[src/rtl/vga_timing_pkg.sv]
// vga_timing_pkg: shared 640x480 timing constants, coordinate type and sprite placement
package vga_timing_pkg;
  localparam int VGA_H_ACTIVE = 640;
  localparam int VGA_H_FP = 16;
  localparam int VGA_H_SYNC = 96;
  localparam int VGA_H_BP = 48;
  localparam int VGA_V_ACTIVE = 480;
  localparam int VGA_V_FP = 10;
  localparam int VGA_V_SYNC = 2;
  localparam int VGA_V_BP = 33;
  localparam int VGA_H_TOTAL = VGA_H_ACTIVE + VGA_H_FP + VGA_H_SYNC + VGA_H_BP;
  localparam int VGA_V_TOTAL = VGA_V_ACTIVE + VGA_V_FP + VGA_V_SYNC + VGA_V_BP;
  localparam int COORD_W = 10;
  typedef logic [COORD_W-1:0] coord_t;
  // the sprite stage places its image with these, in the same x/y space
  localparam int SPRITE_X0 = 256;
  localparam int SPRITE_Y0 = 176;
  localparam int SPRITE_W = 128;
  localparam int SPRITE_H = 128;
  function automatic logic in_span(input coord_t v, input coord_t lo, input coord_t hi);
    return v >= lo && v < hi;
  endfunction
endpackage

[src/rtl/vga_timing_gen_if.sv]
// vga_timing_gen_if: raster coordinates, syncs and strobes from the timing generator
interface vga_timing_gen_if;
  import vga_timing_pkg::*;
  logic pixel_tick;
  coord_t x;
  coord_t y;
  logic video_on;
  logic hsync;
  logic vsync;
  logic line_start;
  logic frame_start;
  modport master(output pixel_tick, x, y, video_on, hsync, vsync, line_start, frame_start);
  modport slave(input pixel_tick, x, y, video_on, hsync, vsync, line_start, frame_start);
endinterface

[src/rtl/vga_timing_gen_pixel_tick_gen.sv]
// pixel_tick_gen: clock-enable divider, one-clk tick every CLK_DIV clocks
module pixel_tick_gen #(
  parameter int CLK_DIV = 4
) (
  input  logic clk,
  input  logic reset_n,
  output logic tick
);
  localparam int W = CLK_DIV > 1 ? $clog2(CLK_DIV) : 1;
  localparam logic [W-1:0] LAST = W'(CLK_DIV - 1);
  logic [W-1:0] div;
  always_ff @(posedge clk or negedge reset_n) begin
    if (!reset_n) begin
      div <= '0;
      tick <= 1'b0;
    end else begin
      div <= (div == LAST) ? '0 : div + 1'b1;
      tick <= (div == LAST);
    end
  end
endmodule

[src/rtl/vga_timing_gen.sv]
// vga_timing_gen: VGA raster counters with registered sync/blank decode and optional delay line
module vga_timing_gen
  import vga_timing_pkg::*;
#(
  parameter int CLK_DIV = 4,
  parameter int H_ACTIVE = VGA_H_ACTIVE,
  parameter int H_FP = VGA_H_FP,
  parameter int H_SYNC = VGA_H_SYNC,
  parameter int H_BP = VGA_H_BP,
  parameter int V_ACTIVE = VGA_V_ACTIVE,
  parameter int V_FP = VGA_V_FP,
  parameter int V_SYNC = VGA_V_SYNC,
  parameter int V_BP = VGA_V_BP,
  parameter bit SYNC_POL = 1'b0,
  parameter int SYNC_DELAY = 0
) (
  input logic clk,
  input logic reset_n,
  vga_timing_gen_if.master vga
);
  localparam int H_TOTAL = H_ACTIVE + H_FP + H_SYNC + H_BP;
  localparam int V_TOTAL = V_ACTIVE + V_FP + V_SYNC + V_BP;
  localparam coord_t H_LAST = coord_t'(H_TOTAL - 1);
  localparam coord_t V_LAST = coord_t'(V_TOTAL - 1);
  localparam coord_t HA = coord_t'(H_ACTIVE);
  localparam coord_t VA = coord_t'(V_ACTIVE);
  localparam coord_t HS0 = coord_t'(H_ACTIVE + H_FP);
  localparam coord_t HS1 = coord_t'(H_ACTIVE + H_FP + H_SYNC);
  localparam coord_t VS0 = coord_t'(V_ACTIVE + V_FP);
  localparam coord_t VS1 = coord_t'(V_ACTIVE + V_FP + V_SYNC);
  if (H_TOTAL > 1024 || V_TOTAL > 1024) begin : g_bad_total
    $error("vga_timing_gen: H_TOTAL/V_TOTAL must not exceed 1024");
  end
  if (CLK_DIV < 1 || CLK_DIV > 16 || SYNC_DELAY < 0 || SYNC_DELAY > 4) begin : g_bad_param
    $error("vga_timing_gen: CLK_DIV must be 1..16 and SYNC_DELAY 0..4");
  end
  logic tick, h_wrap, v_wrap, vid_raw, hs_raw, vs_raw;
  coord_t x_next, y_next;
  pixel_tick_gen #(.CLK_DIV(CLK_DIV)) u_tick (.clk(clk), .reset_n(reset_n), .tick(tick));
  assign vga.pixel_tick = tick;
  always_comb begin
    h_wrap = vga.x == H_LAST;
    v_wrap = h_wrap && vga.y == V_LAST;
    x_next = h_wrap ? '0 : vga.x + 1'b1;
    y_next = v_wrap ? '0 : (h_wrap ? vga.y + 1'b1 : vga.y);
  end
  // decode from the next-state counters so syncs move on the same edge as x/y
  always_ff @(posedge clk or negedge reset_n) begin
    if (!reset_n) begin
      vga.x <= '0;
      vga.y <= '0;
      vid_raw <= 1'b0;
      hs_raw <= ~SYNC_POL;
      vs_raw <= ~SYNC_POL;
      vga.line_start <= 1'b0;
      vga.frame_start <= 1'b0;
    end else begin
      vga.line_start <= tick && h_wrap;
      vga.frame_start <= tick && v_wrap;
      if (tick) begin
        vga.x <= x_next;
        vga.y <= y_next;
        vid_raw <= x_next < HA && y_next < VA;
        hs_raw <= in_span(x_next, HS0, HS1) ? SYNC_POL : ~SYNC_POL;
        vs_raw <= in_span(y_next, VS0, VS1) ? SYNC_POL : ~SYNC_POL;
      end
    end
  end
  if (SYNC_DELAY == 0) begin : g_direct
    assign vga.video_on = vid_raw;
    assign vga.hsync = hs_raw;
    assign vga.vsync = vs_raw;
  end else begin : g_delay
    logic [SYNC_DELAY-1:0] vid_d, hs_d, vs_d;
    always_ff @(posedge clk or negedge reset_n) begin
      if (!reset_n) begin
        vid_d <= '0;
        hs_d <= {SYNC_DELAY{~SYNC_POL}};
        vs_d <= {SYNC_DELAY{~SYNC_POL}};
      end else if (tick) begin
        vid_d <= SYNC_DELAY'({vid_d, vid_raw});
        hs_d <= SYNC_DELAY'({hs_d, hs_raw});
        vs_d <= SYNC_DELAY'({vs_d, vs_raw});
      end
    end
    assign vga.video_on = vid_d[SYNC_DELAY-1];
    assign vga.hsync = hs_d[SYNC_DELAY-1];
    assign vga.vsync = vs_d[SYNC_DELAY-1];
  end
endmodule

[src/flat_wrapper.sv]
// flat-port wrapper written by rule: the top's interface ports become plain ports
module vga_timing_gen_flat import vga_timing_pkg::*;
#(
  parameter int CLK_DIV = 4,
  parameter int H_ACTIVE = VGA_H_ACTIVE,
  parameter int H_FP = VGA_H_FP,
  parameter int H_SYNC = VGA_H_SYNC,
  parameter int H_BP = VGA_H_BP,
  parameter int V_ACTIVE = VGA_V_ACTIVE,
  parameter int V_FP = VGA_V_FP,
  parameter int V_SYNC = VGA_V_SYNC,
  parameter int V_BP = VGA_V_BP,
  parameter bit SYNC_POL = 1'b0,
  parameter int SYNC_DELAY = 0
)
  (clk, reset_n, vga_pixel_tick, vga_x, vga_y, vga_video_on, vga_hsync, vga_vsync, vga_line_start, vga_frame_start);
  vga_timing_gen_if vga_i ();
  input logic clk;
  input logic reset_n;
  output wire logic [$bits(vga_i.pixel_tick)-1:0] vga_pixel_tick;
  output wire logic [$bits(vga_i.x)-1:0] vga_x;
  output wire logic [$bits(vga_i.y)-1:0] vga_y;
  output wire logic [$bits(vga_i.video_on)-1:0] vga_video_on;
  output wire logic [$bits(vga_i.hsync)-1:0] vga_hsync;
  output wire logic [$bits(vga_i.vsync)-1:0] vga_vsync;
  output wire logic [$bits(vga_i.line_start)-1:0] vga_line_start;
  output wire logic [$bits(vga_i.frame_start)-1:0] vga_frame_start;
  assign vga_pixel_tick = vga_i.pixel_tick;
  assign vga_x = vga_i.x;
  assign vga_y = vga_i.y;
  assign vga_video_on = vga_i.video_on;
  assign vga_hsync = vga_i.hsync;
  assign vga_vsync = vga_i.vsync;
  assign vga_line_start = vga_i.line_start;
  assign vga_frame_start = vga_i.frame_start;
  vga_timing_gen #(.CLK_DIV(CLK_DIV), .H_ACTIVE(H_ACTIVE), .H_FP(H_FP), .H_SYNC(H_SYNC), .H_BP(H_BP), .V_ACTIVE(V_ACTIVE), .V_FP(V_FP), .V_SYNC(V_SYNC), .V_BP(V_BP), .SYNC_POL(SYNC_POL), .SYNC_DELAY(SYNC_DELAY)) u_core (.clk(clk), .reset_n(reset_n), .vga(vga_i));
endmodule
[config.mk]
export PLATFORM = sky130hd
export DESIGN_NAME = vga_timing_gen_flat
export DESIGN_NICKNAME = d
export VERILOG_FILES = /design/src/rtl/vga_timing_pkg.sv /design/src/rtl/vga_timing_gen_if.sv /design/src/rtl/vga_timing_gen_pixel_tick_gen.sv /design/src/rtl/vga_timing_gen.sv /design/src/flat_wrapper.sv
export SDC_FILE = /design/constraint.sdc
export NUM_CORES = 1
export LEC_CHECK = 0
export CAP_MARGIN = 15
export CELL_PAD_IN_SITES_DETAIL_PLACEMENT = 1
export CELL_PAD_IN_SITES_GLOBAL_PLACEMENT = 1
export CORE_ASPECT_RATIO = 0.75
export CORE_MARGIN = 2
export CORE_UTILIZATION = 33
export CTS_CLUSTER_DIAMETER = 200
export DETAILED_ROUTE_END_ITERATION = 8
export PLACE_DENSITY = 0.77
export SLEW_MARGIN = 20
export SYNTH_ARGS = -nofsm -noshare
export SYNTH_HDL_FRONTEND = slang
export SYNTH_SLANG_ARGS = --single-unit
[constraint.sdc]
create_clock -name clk -period 5.49 [get_ports clk]
set_clock_uncertainty 0.2 [all_clocks]
set_input_delay 1.098 -clock clk [delete_from_list [all_inputs] [get_ports clk]]
set_output_delay 1.098 -clock clk [all_outputs]
set_load 0.02 [all_outputs]
==> flow_metrics.env <==
export IMPL_outcome="completed"
export IMPL_clock_path_buffers=2
export IMPL_postPlaceCellArea_um2=2000
export IMPL_pre_cts_ws_ns=2.70
export IMPL_ys_seq_area_share_pct=40.8
export IMPL_grt_overflow=0
export IMPL_reg2reg_slack_ns=2.69
export IMPL_whs_ns=0.228
export IMPL_hold_buffers=0
export IMPL_vias=1506
export IMPL_crit_arrival_ns=1.72
export IMPL_power_density_nw_per_um2=184
export IMPL_cts_resized=0
export IMPL_max_freq_mhz=332
export IMPL_total_power_mw=0.379
export IMPL_fin_ws_ns=2.47
export IMPL_antenna_found_initial=0
export IMPL_worst_path_largest_cell_delay_ns=0.72
export IMPL_grt_pass1_vias=1481
export IMPL_synth_avg_cell_area_um2=9.16
export IMPL_setup_tns_ns=0
export IMPL_cp_required_ns=4.19
export IMPL_htreeDepth=1
export IMPL_fin_util_pct=41.7
export IMPL_yosys_warnings=0
export IMPL_portBuffers=27
export IMPL_cts_tree="built"
export IMPL_crit_path_max_fanout=18
export IMPL_syn_to_final_growth_pct=20.1
export IMPL_nNetsFinal=217
export IMPL_core_area_um2=4950
export IMPL_cts_root_buffer_cell="clkbuf_8"
export IMPL_drt_iter0_markers=143
export IMPL_peakVddDrop_uv=90.5
export IMPL_die_x_um=87.4
export IMPL_period_minus_slack_ns=3.02
export IMPL_p_leak_nw=0.776
export IMPL_routed_wl_um=4530
export IMPL_ant_nets=0
export IMPL_cp_top_family="flip-flops"
export IMPL_ys_flop_type="dfrtp_1"
export IMPL_std_cell_rows=22
export IMPL_holdPathStages=1
export IMPL_grt_setup_unrepaired="no"
export IMPL_timing_rr_start="u_core.vga.x[0]"
export IMPL_hold_start="u_core.u_tick.div[0]"
export IMPL_worst_slew_pin_slew_ns=0.772
export IMPL_cp_end_kind="output port"
export IMPL_cp_slowest_cell="dfrtp_1"
export IMPL_numCtsBuffers=3
export IMPL_design_area_um2=2070
export IMPL_grt_pass1_wl_um=7850
export IMPL_finalCritPeriodShare_pct=54.9
export IMPL_vias_per_cell=5.58
export IMPL_dp_cells=266
export IMPL_layout_cells_non_filler=270
export IMPL_postCtsSetupBuffers=0
export IMPL_grtUsageTotal_pct=17.5
export IMPL_synth_edf_count=0
export IMPL_io_pins=28
export IMPL_dr_pass1_iters=4
export IMPL_initial_core_util_pct=34.7
export IMPL_synth_seq_cells=28
export IMPL_die_area_um2=5820
export IMPL_start_kind="flop"
export IMPL_num_antenna_cells=0
export IMPL_synth_area_um2=1720
export IMPL_die_y_um=66.6
export IMPL_dp_hpwl_um=3370
export IMPL_synthCells=188
export IMPL_path_clk_slew_ns=0.09
export IMPL_crit_buf_inv=1
export IMPL_cts_sinks=28
export IMPL_slew_headroom_pct=48.4
export IMPL_setup_violations=0
export IMPL_reg2reg_to="u_core.vga.video_on"
export IMPL_hold_viol=0
export IMPL_syn_num_nets=194
export IMPL_path_class="reg2out"
export IMPL_grt_max_degree=29
export IMPL_r2r_cells=7
export IMPL_route_detailed_drc=0
export IMPL_maxCapViolCount=0
export IMPL_ys_async_sr_fraction_pct=100
export IMPL_clk_latency_ns=0.29
export IMPL_hold_path_class="reg2reg"
export IMPL_slew_violations=0
export IMPL_holdPathEnd="u_core.u_tick.div[0]"
export IMPL_synth_distinct_cells=49
export IMPL_gp_congestion=0.861
export IMPL_drive_above_1_share_pct=9.52
export IMPL_worstPathCellList="clkdlybuf4s50_1"
export IMPL_wire_per_inst_um=16.8
export IMPL_fillers=570
-- routing by layer --
layer	track usage, %	routed length [um]	up-vias
met3	2.97	267	5
met5	0	0	-
met1	26.8	2280	740
li1	-	-	721
met4	4.62	50	0
met2	24.9	1930	40
-- logic make-up after synthesis --
kind of cell	Yosys count	synth area share (%)
mux	2	1.24
fa+ha+maj	4	2.91
compound gates	44	16.2
xor+xnor	11	5.60
simple gates	84	27.5
flops	28	40.8
buf+inv	15	5.67
-- sequential cells by signal (all words and copies together) (netlist names) --
register	cells
u_core.vga.line_start	1
u_core.vga.y	10
u_core.u_tick.div	2
u_core.u_tick.tick	1
u_core.vga.video_on	1
u_core.vga.vsync	1
u_core.vga.hsync	1
u_core.vga.x	10
u_core.vga.frame_start	1
-- placed cells by master (no fill, tap or decap), drive strengths merged, types with 3 or more instances in the layout --
cell,netlist,routed
nor3,11,11
nor2,21,21
o21ai,15,15
clkbuf,5,3
o31ai,5,5
inv,5,5
xor2,4,4
a21oi,10,10
ha,4,4
nand3,10,10
a31oi,3,3
dfrtp,26,26
xnor2,7,7
and4,3,3
nand4,4,4
clkdlybuf4s50,0,27
nand2,22,22
-- layout make-up --
class	instances	area, um^2	area share, %
sequential	28	703	34.0
clock inverter	1	30.0	1.45
clock buffer	3	41.3	2.00
multi-input combinational	145	921	44.6
timing repair buffer	28	278	13.4
inverter	5	18.8	0.908
tap	60	75.1	3.63
-- power by group --
| group | switching [mW] | internal, mW | total, mW |
|---|---|---|---|
| Clock | 0.0702 | 0.0979 | 0.168 |
| Sequential | 0 | 0.206 | 0.206 |
| Combinational | 0.00398 | 0.00109 | 0.00506 |
| Total | 0.0742 | 0.305 | 0.379 |
-- worst max-delay path by stage --
stage	startpoint	depth (start not counted)	end	slack [ns]
floorplan	u_core.vga.x[0]	8	u_core.vga.video_on	2.92
global placement	u_core.vga.x[0]	7	u_core.vga.video_on	2.76
detailed placement	u_core.vga.x[0]	7	u_core.vga.video_on	2.70
CTS	u_core.u_tick.tick	1	vga_pixel_tick	2.46
global route	u_core.u_tick.tick	1	vga_pixel_tick	2.35
finish	u_core.u_tick.tick	1	vga_pixel_tick	2.47
-- cell usage after synthesis, drive strengths merged (3+ instances only) --
cell / n / share of area (%)
nand2: 22 / 4.9
nand3: 10 / 3.6
ha: 4 / 2.9
xor2: 4 / 2.0
o21ai: 15 / 4.4
inv: 5 / 1.1
a31oi: 3 / 1.1
nand4: 4 / 1.5
buf: 5 / 2.9
dfrtp: 26 / 38
xnor2: 7 / 3.6
a21oi: 10 / 2.9
clkbuf: 5 / 1.7
o31ai: 5 / 2.2
nor2: 21 / 4.6
and4: 3 / 1.5
nor3: 11 / 3.9
(Power assumes the default switching activity.)
